`config.mk`:
```
export PLATFORM = sky130hd
export DESIGN_NAME = ysyx_22040125_lsu
export DESIGN_NICKNAME = d
export VERILOG_FILES = /design/src/rtl/ysyx_22040125_pkg.sv /design/src/rtl/ysyx_22040125_lsu_align.sv /design/src/rtl/ysyx_22040125_lsu.sv
export SDC_FILE = /design/constraint.sdc
export NUM_CORES = 1
export LEC_CHECK = 0
export ABC_CLOCK_PERIOD_IN_PS = 5400
export BUFFER_PORTS_ARGS = -buffer_cell sky130_fd_sc_hd__buf_2
export CORE_MARGIN = 2
export CORE_UTILIZATION = 50
export DETAILED_ROUTE_END_ITERATION = 8
export GPL_TIMING_DRIVEN = 0
export PLACE_DENSITY = 0.81
export SYNTH_ARGS = -nofsm -noshare
export SYNTH_HDL_FRONTEND = slang
export SYNTH_SLANG_ARGS = --single-unit
```
`constraint.sdc`:
```
create_clock -name clk -period 5.4 [get_ports clk]
set_input_delay 0 -clock clk [delete_from_list [all_inputs] [get_ports clk]]
set_output_delay 0 -clock clk [all_outputs]
set_load 0.03 [all_outputs]
```
`src/rtl/ysyx_22040125_pkg.sv`:
```
// Shared LSU definitions: access-size encodings, FSM states, lane-mask and alignment helpers.
package ysyx_22040125_pkg;

  localparam logic [1:0] SZ_B = 2'b00;
  localparam logic [1:0] SZ_H = 2'b01;
  localparam logic [1:0] SZ_W = 2'b10;
  localparam logic [1:0] SZ_D = 2'b11;

  typedef enum logic [1:0] {
    IDLE = 2'b00,
    REQ  = 2'b01,
    RESP = 2'b10,
    DONE = 2'b11
  } lsu_state_t;

  function automatic logic [7:0] gen_wmask(input logic [1:0] size, input logic [2:0] off);
    logic [7:0] m;
    case (size)
      SZ_B:    m = 8'h01 << off;
      SZ_H:    m = 8'h03 << off;
      SZ_W:    m = 8'h0F << off;
      default: m = 8'hFF;
    endcase
    return m;
  endfunction

  function automatic logic is_misaligned(input logic [1:0] size, input logic [2:0] off);
    logic bad;
    case (size)
      SZ_H:    bad = off[0];
      SZ_W:    bad = |off[1:0];
      SZ_D:    bad = |off;
      default: bad = 1'b0;
    endcase
    return bad;
  endfunction

endpackage

```
`src/rtl/ysyx_22040125_lsu_align.sv`:
```
// Picks the addressed lane out of an aligned doubleword and sign/zero extends it to 64 bits.
module ysyx_22040125_lsu_align
  import ysyx_22040125_pkg::*;
(
  input  logic [63:0] rdata,
  input  logic [2:0]  off,
  input  logic [1:0]  size,
  input  logic        is_unsigned,
  output logic [63:0] data
);

  logic [63:0] lane;
  logic        sx;

  assign lane = rdata >> {off, 3'b000};
  assign sx   = ~is_unsigned;

  always_comb begin
    data = lane;
    case (size)
      SZ_B:    data = {{56{sx & lane[7]}},  lane[7:0]};
      SZ_H:    data = {{48{sx & lane[15]}}, lane[15:0]};
      SZ_W:    data = {{32{sx & lane[31]}}, lane[31:0]};
      default: data = lane;
    endcase
  end

endmodule

```
`src/rtl/ysyx_22040125_lsu.sv`:
```
// Single-outstanding load/store unit: IDLE -> REQ -> (RESP) -> DONE, stalls the pipe while busy.
module ysyx_22040125_lsu
  import ysyx_22040125_pkg::*;
#(
  parameter int AW = 32,
  parameter int DW = 64
) (
  input  logic          clk,
  input  logic          rst,
  input  logic          req_valid,
  output logic          req_ready,
  input  logic          req_load,
  input  logic          req_store,
  input  logic [1:0]    req_size,
  input  logic          req_unsigned,
  input  logic [AW-1:0] req_addr,
  input  logic [DW-1:0] req_wdata,
  input  logic [4:0]    req_rd,
  output logic          mem_valid,
  input  logic          mem_ready,
  output logic          mem_we,
  output logic [AW-1:0] mem_addr,
  output logic [7:0]    mem_wmask,
  output logic [DW-1:0] mem_wdata,
  input  logic          mem_rvalid,
  input  logic [DW-1:0] mem_rdata,
  output logic          wb_valid,
  output logic          wb_we,
  output logic [4:0]    wb_rd,
  output logic [DW-1:0] wb_data,
  output logic          misalign,
  output logic          stall
);

  lsu_state_t    state, state_nxt;
  logic          accept, misal, start;
  logic [AW-1:0] addr_q;
  logic [1:0]    size_q;
  logic          uns_q, store_q, misalign_q;
  logic [4:0]    rd_q;
  logic [DW-1:0] wdata_q, wb_data_q, ext_data;
  logic [7:0]    wmask_q;

  assign accept = (state == IDLE) & req_valid & (req_load | req_store);
  assign misal  = is_misaligned(req_size, req_addr[2:0]);
  assign start  = accept & ~misal;

  always_ff @(posedge clk or posedge rst) begin
    if (rst) state <= IDLE;
    else     state <= state_nxt;
  end

  always_comb begin
    state_nxt = state;
    case (state)
      IDLE: if (start)      state_nxt = REQ;
      REQ:  if (mem_ready)  state_nxt = store_q ? DONE : RESP;
      RESP: if (mem_rvalid) state_nxt = DONE;
      DONE:                 state_nxt = IDLE;
      default:              state_nxt = IDLE;
    endcase
  end

  // Load has priority when both load and store are asserted.
  always_ff @(posedge clk or posedge rst) begin
    if (rst) begin
      addr_q     <= '0;
      size_q     <= SZ_B;
      uns_q      <= 1'b0;
      store_q    <= 1'b0;
      rd_q       <= '0;
      wdata_q    <= '0;
      wmask_q    <= '0;
      misalign_q <= 1'b0;
      wb_data_q  <= '0;
    end else begin
      misalign_q <= accept & misal;
      if (start) begin
        addr_q  <= req_addr;
        size_q  <= req_size;
        uns_q   <= req_unsigned;
        store_q <= ~req_load;
        rd_q    <= req_rd;
        wdata_q <= req_wdata;
        wmask_q <= req_load ? 8'h00 : gen_wmask(req_size, req_addr[2:0]);
      end
      if ((state == RESP) && mem_rvalid) wb_data_q <= ext_data;
    end
  end

  ysyx_22040125_lsu_align u_align (
    .rdata       (mem_rdata),
    .off         (addr_q[2:0]),
    .size        (size_q),
    .is_unsigned (uns_q),
    .data        (ext_data)
  );

  assign req_ready = (state == IDLE);
  assign stall     = (state != IDLE);
  assign mem_valid = (state == REQ);
  assign mem_we    = store_q;
  assign mem_addr  = {addr_q[AW-1:3], 3'b000};
  assign mem_wmask = wmask_q;
  assign mem_wdata = wdata_q;
  assign wb_valid  = (state == DONE);
  assign wb_we     = (state == DONE) & ~store_q;
  assign wb_rd     = rd_q;
  assign wb_data   = wb_data_q;
  assign misalign  = misalign_q;

endmodule

```
==> out/metrics.yaml, run 1 <==
outcome: "finished, final reports clean"
cts_tree: "done"
numPortBuffers: 349
wl_per_cell_um: 21.0
routed_wl_um: 37700
start_kind: "register"
ys.flop_type: "dfrtp_1"
drt_pass1_iterations: 5
root_buffer: "clkbuf_16"
synth_mux_area_frac: 0.0877
worstSetupPathType: "register to register"
post_cts_buffers: 0
vias_per_cell: 5.78
syn_area_um2: 9450
place_area_um2: 11500
finalHoldViolCount: 0
synth_xor_area_frac: 0
finalSetupViolCount: 0
worstHoldStart: "mem_rdata[47]"
regToRegSetupSlack_ns: 2.76
leakagePower_uw: 0.00685
holdPathStages: 4
cp_common_cell: "nand2_1"
max_freq_mhz: 378
yosys_warnings: 0
synth_edf_count: 0
grt_max_degree: 105
clock_path_buffers: 2
critPathSlowestCell: "a21oi_1"
first_iter_violations: 990
grt-ovfl-total: 0
route.detailed.drc: 0
synth_top_family_by_area: "simple AND/OR/NAND/NOR gates"
ff2ff_path_depth: 8
grt_pass1_vias: 10500
fp-row-count: 50
synth_cells: 1060
place_hpwl_um: 24400
clkTransAtPathRegs_ns: 0.08
area_growth_pct: 40.6
synth_common_cells: "366 x nand2_1, 180 x dfrtp_1, 75 x a21oi_1"
antenna_found_initial: 3
crit_family: "buffers and inverters"
totalNegativeSetupSlack_ns: 0
min_path_type: "primary input to register"
min_to: "wb_data[23]"
clk_latency_ns: 0.45
endpoint_kind: "register"
numCtsBuffers: 17
post-synth-top-count-cell: "nand2_1"
period_minus_slack_ns: 2.64
synth_seq_area_share: 0.476
ant_nets: 0
critPathArrivalTime_ns: 3.02
power.density_nw_per_um2: 649
slew_headroom: 0.367
synth-async-reset-ratio: 1.00
drive_gt1_frac: 0.325
final_nets: 1731
fin_skew_ns: 0.0222
synth_top_cell_area_share: 0.476
crit_buf_inv: 3
dieHeight_um: 142
fp.dieArea_um2: 20000
die_x_um: 142
design_area_um2: 13300
netlist_top_cells_area: "dfrtp_1 48%, nand2_1 15%, a21oi_1 4.0%"
routed-via-count: 10400
startpoint: "state[0]"
synth_seq_cells: 180
slowest_delay_ns: 0.58
synthDistinctLibCells: 54
gp_congestion: 0.990
grt_first_pass_wirelength_um: 56500
yosys.area_share.simple: 0.208
num_io_pins: 355
crit_required_ns: 5.78
r2r-start: "state[0]"
core-area_um2: 18600
synth_compound_gate_area_share: 0.143
initial_core_util: 0.507
rsz0062_at_grt: "false"
tightest_slew_ns: 0.942
critPathMaxFanout: 10
period_share: 0.489
vdd_drop_max_mv: 0.485
track_usage: 0.370
synth.avg_cell_area_um2: 8.92
synth_top_area_cell: "dfrtp_1"
finalMaxSlewViolations: 0
synth_fa_ha_area_frac: 0.0119
fin_hold_ws_ns: 0.0586
power_uw: 8620
crit_chain: "inv_1 -> ha_1 -> o211ai_1 -> a21oi_1 -> clkbuf_1 -> buf_2 -> nand2_1 -> nand2_1"
maxCapViolCount: 0
htreeDepth: 4
cts_sinks: 180
rr_endpoint: "mem_wdata[31]"
==> placed cells by master, fill, tap and decap left out, types with 13 or more instances in the layout <==
| cell | count |
|---|---|
| clkbuf_1 | 34 |
| a211oi_1 | 30 |
| nand2_1 | 366 |
| clkbuf_16 | 17 |
| nor2_1 | 59 |
| buf_2 | 380 |
| a21oi_1 | 75 |
| o211ai_1 | 17 |
| mux4_2 | 13 |
| nor2b_1 | 20 |
| dlygate4sd3_1 | 116 |
| dfrtp_1 | 180 |
| mux2i_1 | 36 |
| buf_4 | 35 |
| o21ai_0 | 31 |
==> final cells by class <==
cell class	count	area, um2
clock buffers	18	429
inverters	12	52.6
multi-input cells	762	4280
repair buffers	466	2940
diodes	3	7.51
well taps	234	293
plain buffers	108	636
clock inverters	14	163
fillers	1348	5350
flip-flops and latches	180	4500
==> sequential cells by signal (all words and copies together), names as in the netlist <==
register,count
uns_q,1
mem_we,1
wb_rd,5
addr_q,32
misalign,1
state,2
wb_data,64
size_q,2
mem_wmask,8
mem_wdata,64
==> timing repair <==
| action | 4_1_cts | 5_1_grt |
|---|---|---|
| endpoints found under the hold margin | 198 | 0 |
| setup endpoints to repair | 0 | 0 |
| gates resized for setup | 0 | 0 |
| hold buffers | 116 | 0 |
==> stage by stage <==
stage	setup slack, ns	util	std cells
5_1_grt	2.64	0.713	1796
4_1_cts	2.87	0.713	1794
3_5_place_dp	2.86	0.619	1646
2_1_floorplan	0.513	-	1062
6_report	2.76	0.713	1797
3_3_place_gp	-1.47	0.617	1645
==> where the power goes <==
| part | switching, uW | leakage, uW | internal (uW) |
|---|---|---|---|
| combinational | 3340 | 0.00435 | 1620 |
| clock | 619 | 0.000281 | 662 |
| sequential | 401 | 0.00222 | 1980 |
==> tightest hold or removal path, delay by kind of cell <==
family | cells | cell delay, ns
buffers and inverters | 1 | 0.12
AO/OA/AOI/OAI | 2 | 0.21
multiplexers | 1 | 0.13
==> cells by family (layout without fill, tap and decap cells) <==
| family | Yosys count | count (layout) |
|---|---|---|
| AO/OA/AOI/OAI | 209 | 209 |
| adder cells (fa/ha/maj) | 9 | 9 |
| buffers and inverters | 120 | 618 |
| flip-flops | 180 | 180 |
| multiplexers | 64 | 64 |
| other | 1 | 6 |
| AND/OR/NAND/NOR | 477 | 477 |
==> worst max path at each step <==
| stage | endpoint | slack (ns) | cells after the start |
|---|---|---|---|
| 3_5_place_dp | mem_wdata[31] | 2.86 | 8 |
| 5_1_grt | mem_wdata[19] | 2.64 | 8 |
| 3_3_place_gp | addr_q[4] | -1.47 | 2 |
| 2_1_floorplan | addr_q[0] | 0.51 | 1 |
| 6_report | mem_wdata[31] | 2.76 | 8 |
| 4_1_cts | mem_wdata[33] | 2.87 | 8 |
==> per-layer routing <==
metal,track usage,wire [um],part of all wire,vias to the layer above
met2,0.609,18000,0.48,717
li1,-,-,-,4492
met3,0.0931,3400,0.090,200
met4,0.235,2670,0.071,2
met5,0,14,0.00037,-
met1,0.434,13600,0.36,4970
Note: power is estimated with default switching activity, not from simulation.
==> inputs of run 2 (changes only) <==
- ABC_CLOCK_PERIOD_IN_PS: 5400 -> 2600
- clock period: 5.4 -> 2.6 ns (I/O delays scaled with it)
==> out/metrics.yaml, run 2 (synthesis results as in run 1) <==
r2r-start: "state[0]"
violations: "DRC"
endpoint_kind: "register"
min_to: "misalign"
maxCapViolCount: 0
fin_skew_ns: 0.0186
highest_layer: "met4"
dieHeight_um: 142
min_path_type: "primary input to register"
drt_pass1_iterations: 9
grt_pass1_vias: 10600
cts_sinks: 180
cts_tree: "done"
finalMaxSlewViolations: 0
start_kind: "primary input"
routed-via-count: 10400
outcome: "complete, but fails checks"
critPathMaxFanout: 10
fp-row-count: 50
routed_wl_um: 38300
num_io_pins: 355
numCtsBuffers: 17
finalSetupViolCount: 0
vias_per_cell: 5.77
crit_required_ns: 2.96
route.detailed.drc: 2
die_x_um: 142
numPortBuffers: 349
gp_congestion: 0.965
wl_met1_um: 13500
dp.cells: 1649
grt_max_degree: 43
regToRegSetupSlack_ns: 0.31
drive_gt1_frac: 0.328
clock_path_buffers: 2
period_minus_slack_ns: 2.38
dp_slack_ns: 0.0312
wl_per_cell_um: 21.3
clkTransAtPathRegs_ns: 0.07
holdPathStages: 4
place_hpwl_um: 25000
fp.dieArea_um2: 20000
rsz0062_at_grt: "false"
period_share: 0.915
ant_nets: 0
grt_first_pass_wirelength_um: 58200
routed-wl-met3_um: 3620
htreeDepth: 4
final_nets: 1733
initial_core_util: 0.507
area_growth_pct: 41.1
layout_common_cells: "380 x buf_2, 366 x nand2_1, 180 x dfrtp_1"
track_usage: 0.379
first_iter_violations: 884
fin_ws_ns: 0.220
ff2ff_path_depth: 8
grt-ovfl-total: 0
root_buffer: "clkbuf_16"
final_common_cell: "buf_2"
power.density_nw_per_um2: 1340
slew_headroom: 0.339
layoutNonFillerInstCount: 1798
critPathArrivalTime_ns: 2.74
fillers: 1318
tightest_slew_ns: 0.984
dr_wl_met2_um: 18400
max_freq_mhz: 420
rr_endpoint: "mem_wdata[6]"
antenna_found_initial: 1
leakagePower_uw: 0.00687
vdd_drop_max_mv: 0.777
finalHoldViolCount: 0
worstHoldStart: "req_addr[0]"
worstSetupPathType: "primary input to register"
core-area_um2: 18600
clk_latency_ns: 0.44
## run 2: cell count changes in the layout (fill, tap and decap cells not counted), moves of 2 or more
cell and change:
inv_8 -5, buf_12 +4, clkinv_8 +4, clkbuf_1 -2, clkbuf_2 +2, inv_6 +2
## run 2: worst max-delay path by stage
stage                      startpoint      endpoint  slack (ns)  depth (start not counted)
final                     req_size[0]  mem_wdata[1]        0.22                         12
after global routing      req_size[0]  mem_wdata[1]        0.08                         12
after CTS                    state[0]  mem_wdata[1]        0.19                          8
after detailed placement     state[0]  mem_wdata[1]        0.03                          8
after global placement            rst    wb_data[5]       -0.79                          2
after floorplan                   rst     addr_q[0]        0.29                          1
## run 2: repair_timing
action,CTS,global route
hold buffers,115,0
setup endpoints to repair,1,5
setup buffers,0,0
endpoints found under the hold margin,149,0
resized for setup,1,4
## run 2: layout make-up
| type | count | area (um2) | share of cell area |
|---|---|---|---|
| Clock inverter | 14 | 164 | 0.0123 |
| Timing Repair Buffer | 468 | 2980 | 0.223 |
| Antenna cell | 2 | 5.00 | 0.000375 |
| Buffer | 108 | 638 | 0.0478 |
| Inverter | 12 | 48.8 | 0.00366 |
| Tap cell | 234 | 293 | 0.0219 |
| Sequential cell | 180 | 4500 | 0.338 |
| Clock buffer | 18 | 429 | 0.0322 |
| Multi-Input combinational cell | 762 | 4280 | 0.321 |
## run 2: layer usage
metal	up-vias	global-route usage
met5	-	0
met4	0	0.233
met3	219	0.0888
met2	777	0.633
met1	4865	0.445
li1	4507	-
## run 2: worst max-delay path: stages
cell,delay (ns)
dlygate4sd3_1,0.55
buf_2,0.14
inv_1,0.11
ha_1,0.31
nor2_1,0.09
o21bai_1,0.29
a21o_1,0.16
clkbuf_1,0.23
buf_2,0.33
buf_2,0.31
nand2_1,0.11
nand2_1,0.10
## run 2: power breakdown
group / internal (uW) / leakage (uW) / switching (uW)
combinational: 3380 / 0.00437 / 6910
clock: 1290 / 0.000283 / 1310
sequential: 4110 / 0.00222 / 857
## run 2: per-stage QoR
stage / hold slack [ns] / setup TNS [ns] / instance area, um2 / utilization / power [uW]
2_1_floorplan: 0.105 / 0 / 9470 / - / 11700
3_3_place_gp: 0.189 / -138.80 / 11500 / 0.617 / 14500
3_5_place_dp: 0.135 / 0 / 11600 / 0.621 / 14700
4_1_cts: 0.0177 / 0 / 13300 / 0.715 / 17500
5_1_grt: 0.0591 / 0 / 13300 / 0.715 / 18700
6_report: 0.0429 / 0 / 13300 / 0.716 / 17900
==> inputs of run 3 (changes only) <==
- CELL_PAD_IN_SITES_DETAIL_PLACEMENT: unset -> 1
- CELL_PAD_IN_SITES_GLOBAL_PLACEMENT: unset -> 1
- CORE_UTILIZATION: 50 -> 36
- PLACE_DENSITY: 0.81 -> 0.91
- SLEW_MARGIN: unset -> 10
==> out/metrics.yaml, run 3 (synthesis results as in run 1) <==
outcome: "finished, final reports clean"
grt_pass1_vias: 11500
power.density_nw_per_um2: 1350
area_growth_pct: 42.9
finalHoldViolCount: 0
worstSetupPathType: "register to register"
period_minus_slack_ns: 2.51
vdd_drop_max_mv: 0.784
drive_gt1_frac: 0.329
slew_headroom: 0.253
crit_required_ns: 2.97
grt-ovfl-total: 0
dieHeight_um: 166
max_freq_mhz: 399
routed-via-count: 10300
drt_pass1_iterations: 5
num_io_pins: 355
final_util: 0.521
critPathMaxFanout: 5
critPathArrivalTime_ns: 2.88
finalMaxSlewViolations: 0
final_nets: 1735
slowest_delay_ns: 0.64
min_path_type: "primary input to register"
htreeDepth: 4
die_x_um: 166
wl_per_cell_um: 23.2
first_iter_violations: 607
fp-row-count: 59
ant_nets: 0
initial_core_util: 0.365
track_usage: 0.320
final_common_cell: "buf_2"
numPortBuffers: 349
leakagePower_uw: 0.00689
cts_sinks: 180
clock_path_buffers: 2
routed_wl_um: 44200
route.detailed.drc: 0
numCtsBuffers: 17
start_kind: "register"
fin_hold_ws_ns: 0.0840
place_hpwl_um: 29400
finalSetupViolCount: 0
cts_tree: "done"
crit_chain: "inv_1 -> ha_2 -> o211ai_1 -> dlygate4sd3_1 -> nor2_1 -> dlygate4sd3_1"
fillers: 3090
layout_common_cells: "379 x buf_2, 366 x nand2_1, 180 x dfrtp_1"
tightest_slew_ns: 1.11
gp_congestion: 0.936
antenna_found_initial: 6
root_buffer: "clkbuf_16"
vias_per_cell: 5.42
fin_skew_ns: 0.0168
grt_max_degree: 38
period_share: 0.965
grt_first_pass_wirelength_um: 68000
clk_latency_ns: 0.44
core-area_um2: 25900
fp.dieArea_um2: 27600
maxCapViolCount: 0
critPathSlowestCell: "dlygate4sd3_1"
clkTransAtPathRegs_ns: 0.08
cp_common_cell: "dlygate4sd3_1"
endpoint_kind: "register"
## run 3: cell count changes in the layout (fill, tap and decap cells not counted)
cell and change:
clkbuf_1 +1, dlygate4sd3_1 +1, clkinv_2 +1, ha_1 -1
clkbuf_2 -1, diode_2 +3, ha_2 +1, buf_12 +1
clkinvlp_4 -1, clkbuf_4 +1, clkinv_4 -2, buf_2 -1
inv_6 +2
## run 3: per-layer routing
layer	up-vias	GRT usage	wire length, um
met3	143	0.0786	3460
li1	4495	-	-
met5	-	0	13
met1	5100	0.365	16500
met4	2	0.163	2350
met2	583	0.557	21900
## run 3: what timing repair did
action                                  in CTS  in global routing
endpoints found under the setup margin      50                 52
endpoints found under the hold margin      145                  0
pin swaps                                    0                  0
setup buffers                                0                  0
hold buffers                               116                  0
gates resized for setup                      1                  4
## run 3: final cells by class
class / instances / area [um2] / share of cell area
inverter: 12 / 48.8 / 0.00361
clock inverter: 14 / 161 / 0.0120
sequential: 180 / 4500 / 0.334
buffer: 108 / 639 / 0.0473
tap: 335 / 419 / 0.0310
multi-input combinational: 762 / 4280 / 0.317
antenna: 5 / 12.5 / 0.000926
clock buffer: 18 / 429 / 0.0318
timing repair buffer: 470 / 3010 / 0.223
## run 3: stage by stage
stage | TNS [ns] | instances | setup slack, ns | area (um2) | total power, uW
2_1_floorplan | 0 | 1062 | 0.291 | 9470 | 11700
3_3_place_gp | -161.98 | 1746 | -0.920 | 11600 | 14700
3_5_place_dp | -0.664 | 1751 | -0.0635 | 11700 | 15000
4_1_cts | 0 | 1899 | 0.106 | 13500 | 17900
5_1_grt | -0.0282 | 1904 | -0.0146 | 13500 | 19100
6_report | 0 | 1904 | 0.0917 | 13500 | 18200
## run 3: worst paths after layout
| kind | start | end | slack [ns] | cells after the start |
|---|---|---|---|---|
| setup / recovery | state[0] | misalign | 0.09 | 6 |
| hold / removal | mem_rdata[39] | wb_data[23] | 0.08 | 4 |
| setup reg to reg | state[0] | misalign | 0.09 | 6 |
| hold reg to reg | mem_wdata[63] | mem_wdata[63] | 0.48 | 2 |
| max in group asynchronous | rst | mem_wmask[6] | 1.28 | 6 |
| min in group asynchronous | rst | mem_wdata[45] | 0.23 | 3 |
## run 3: report_power, final
group	leakage [uW]	switching [uW]	internal, uW	total [uW]
clock	0.000288	1350	1300	2640
combinational	0.00438	7180	3390	10600
sequential	0.00222	903	4110	5020
total	0.00689	9430	8800	18200
## run 3: worst max-delay path, delay by kind of cell, from the launching register on
| kind | cells | cell delay, ns |
|---|---|---|
| buffers and inverters | 3 | 1.40 |
| DFF | 1 | 0.41 |
| adders and majority gates | 1 | 0.28 |
| AOI/OAI and AO/OA | 1 | 0.20 |
| and+or+nand+nor | 1 | 0.15 |
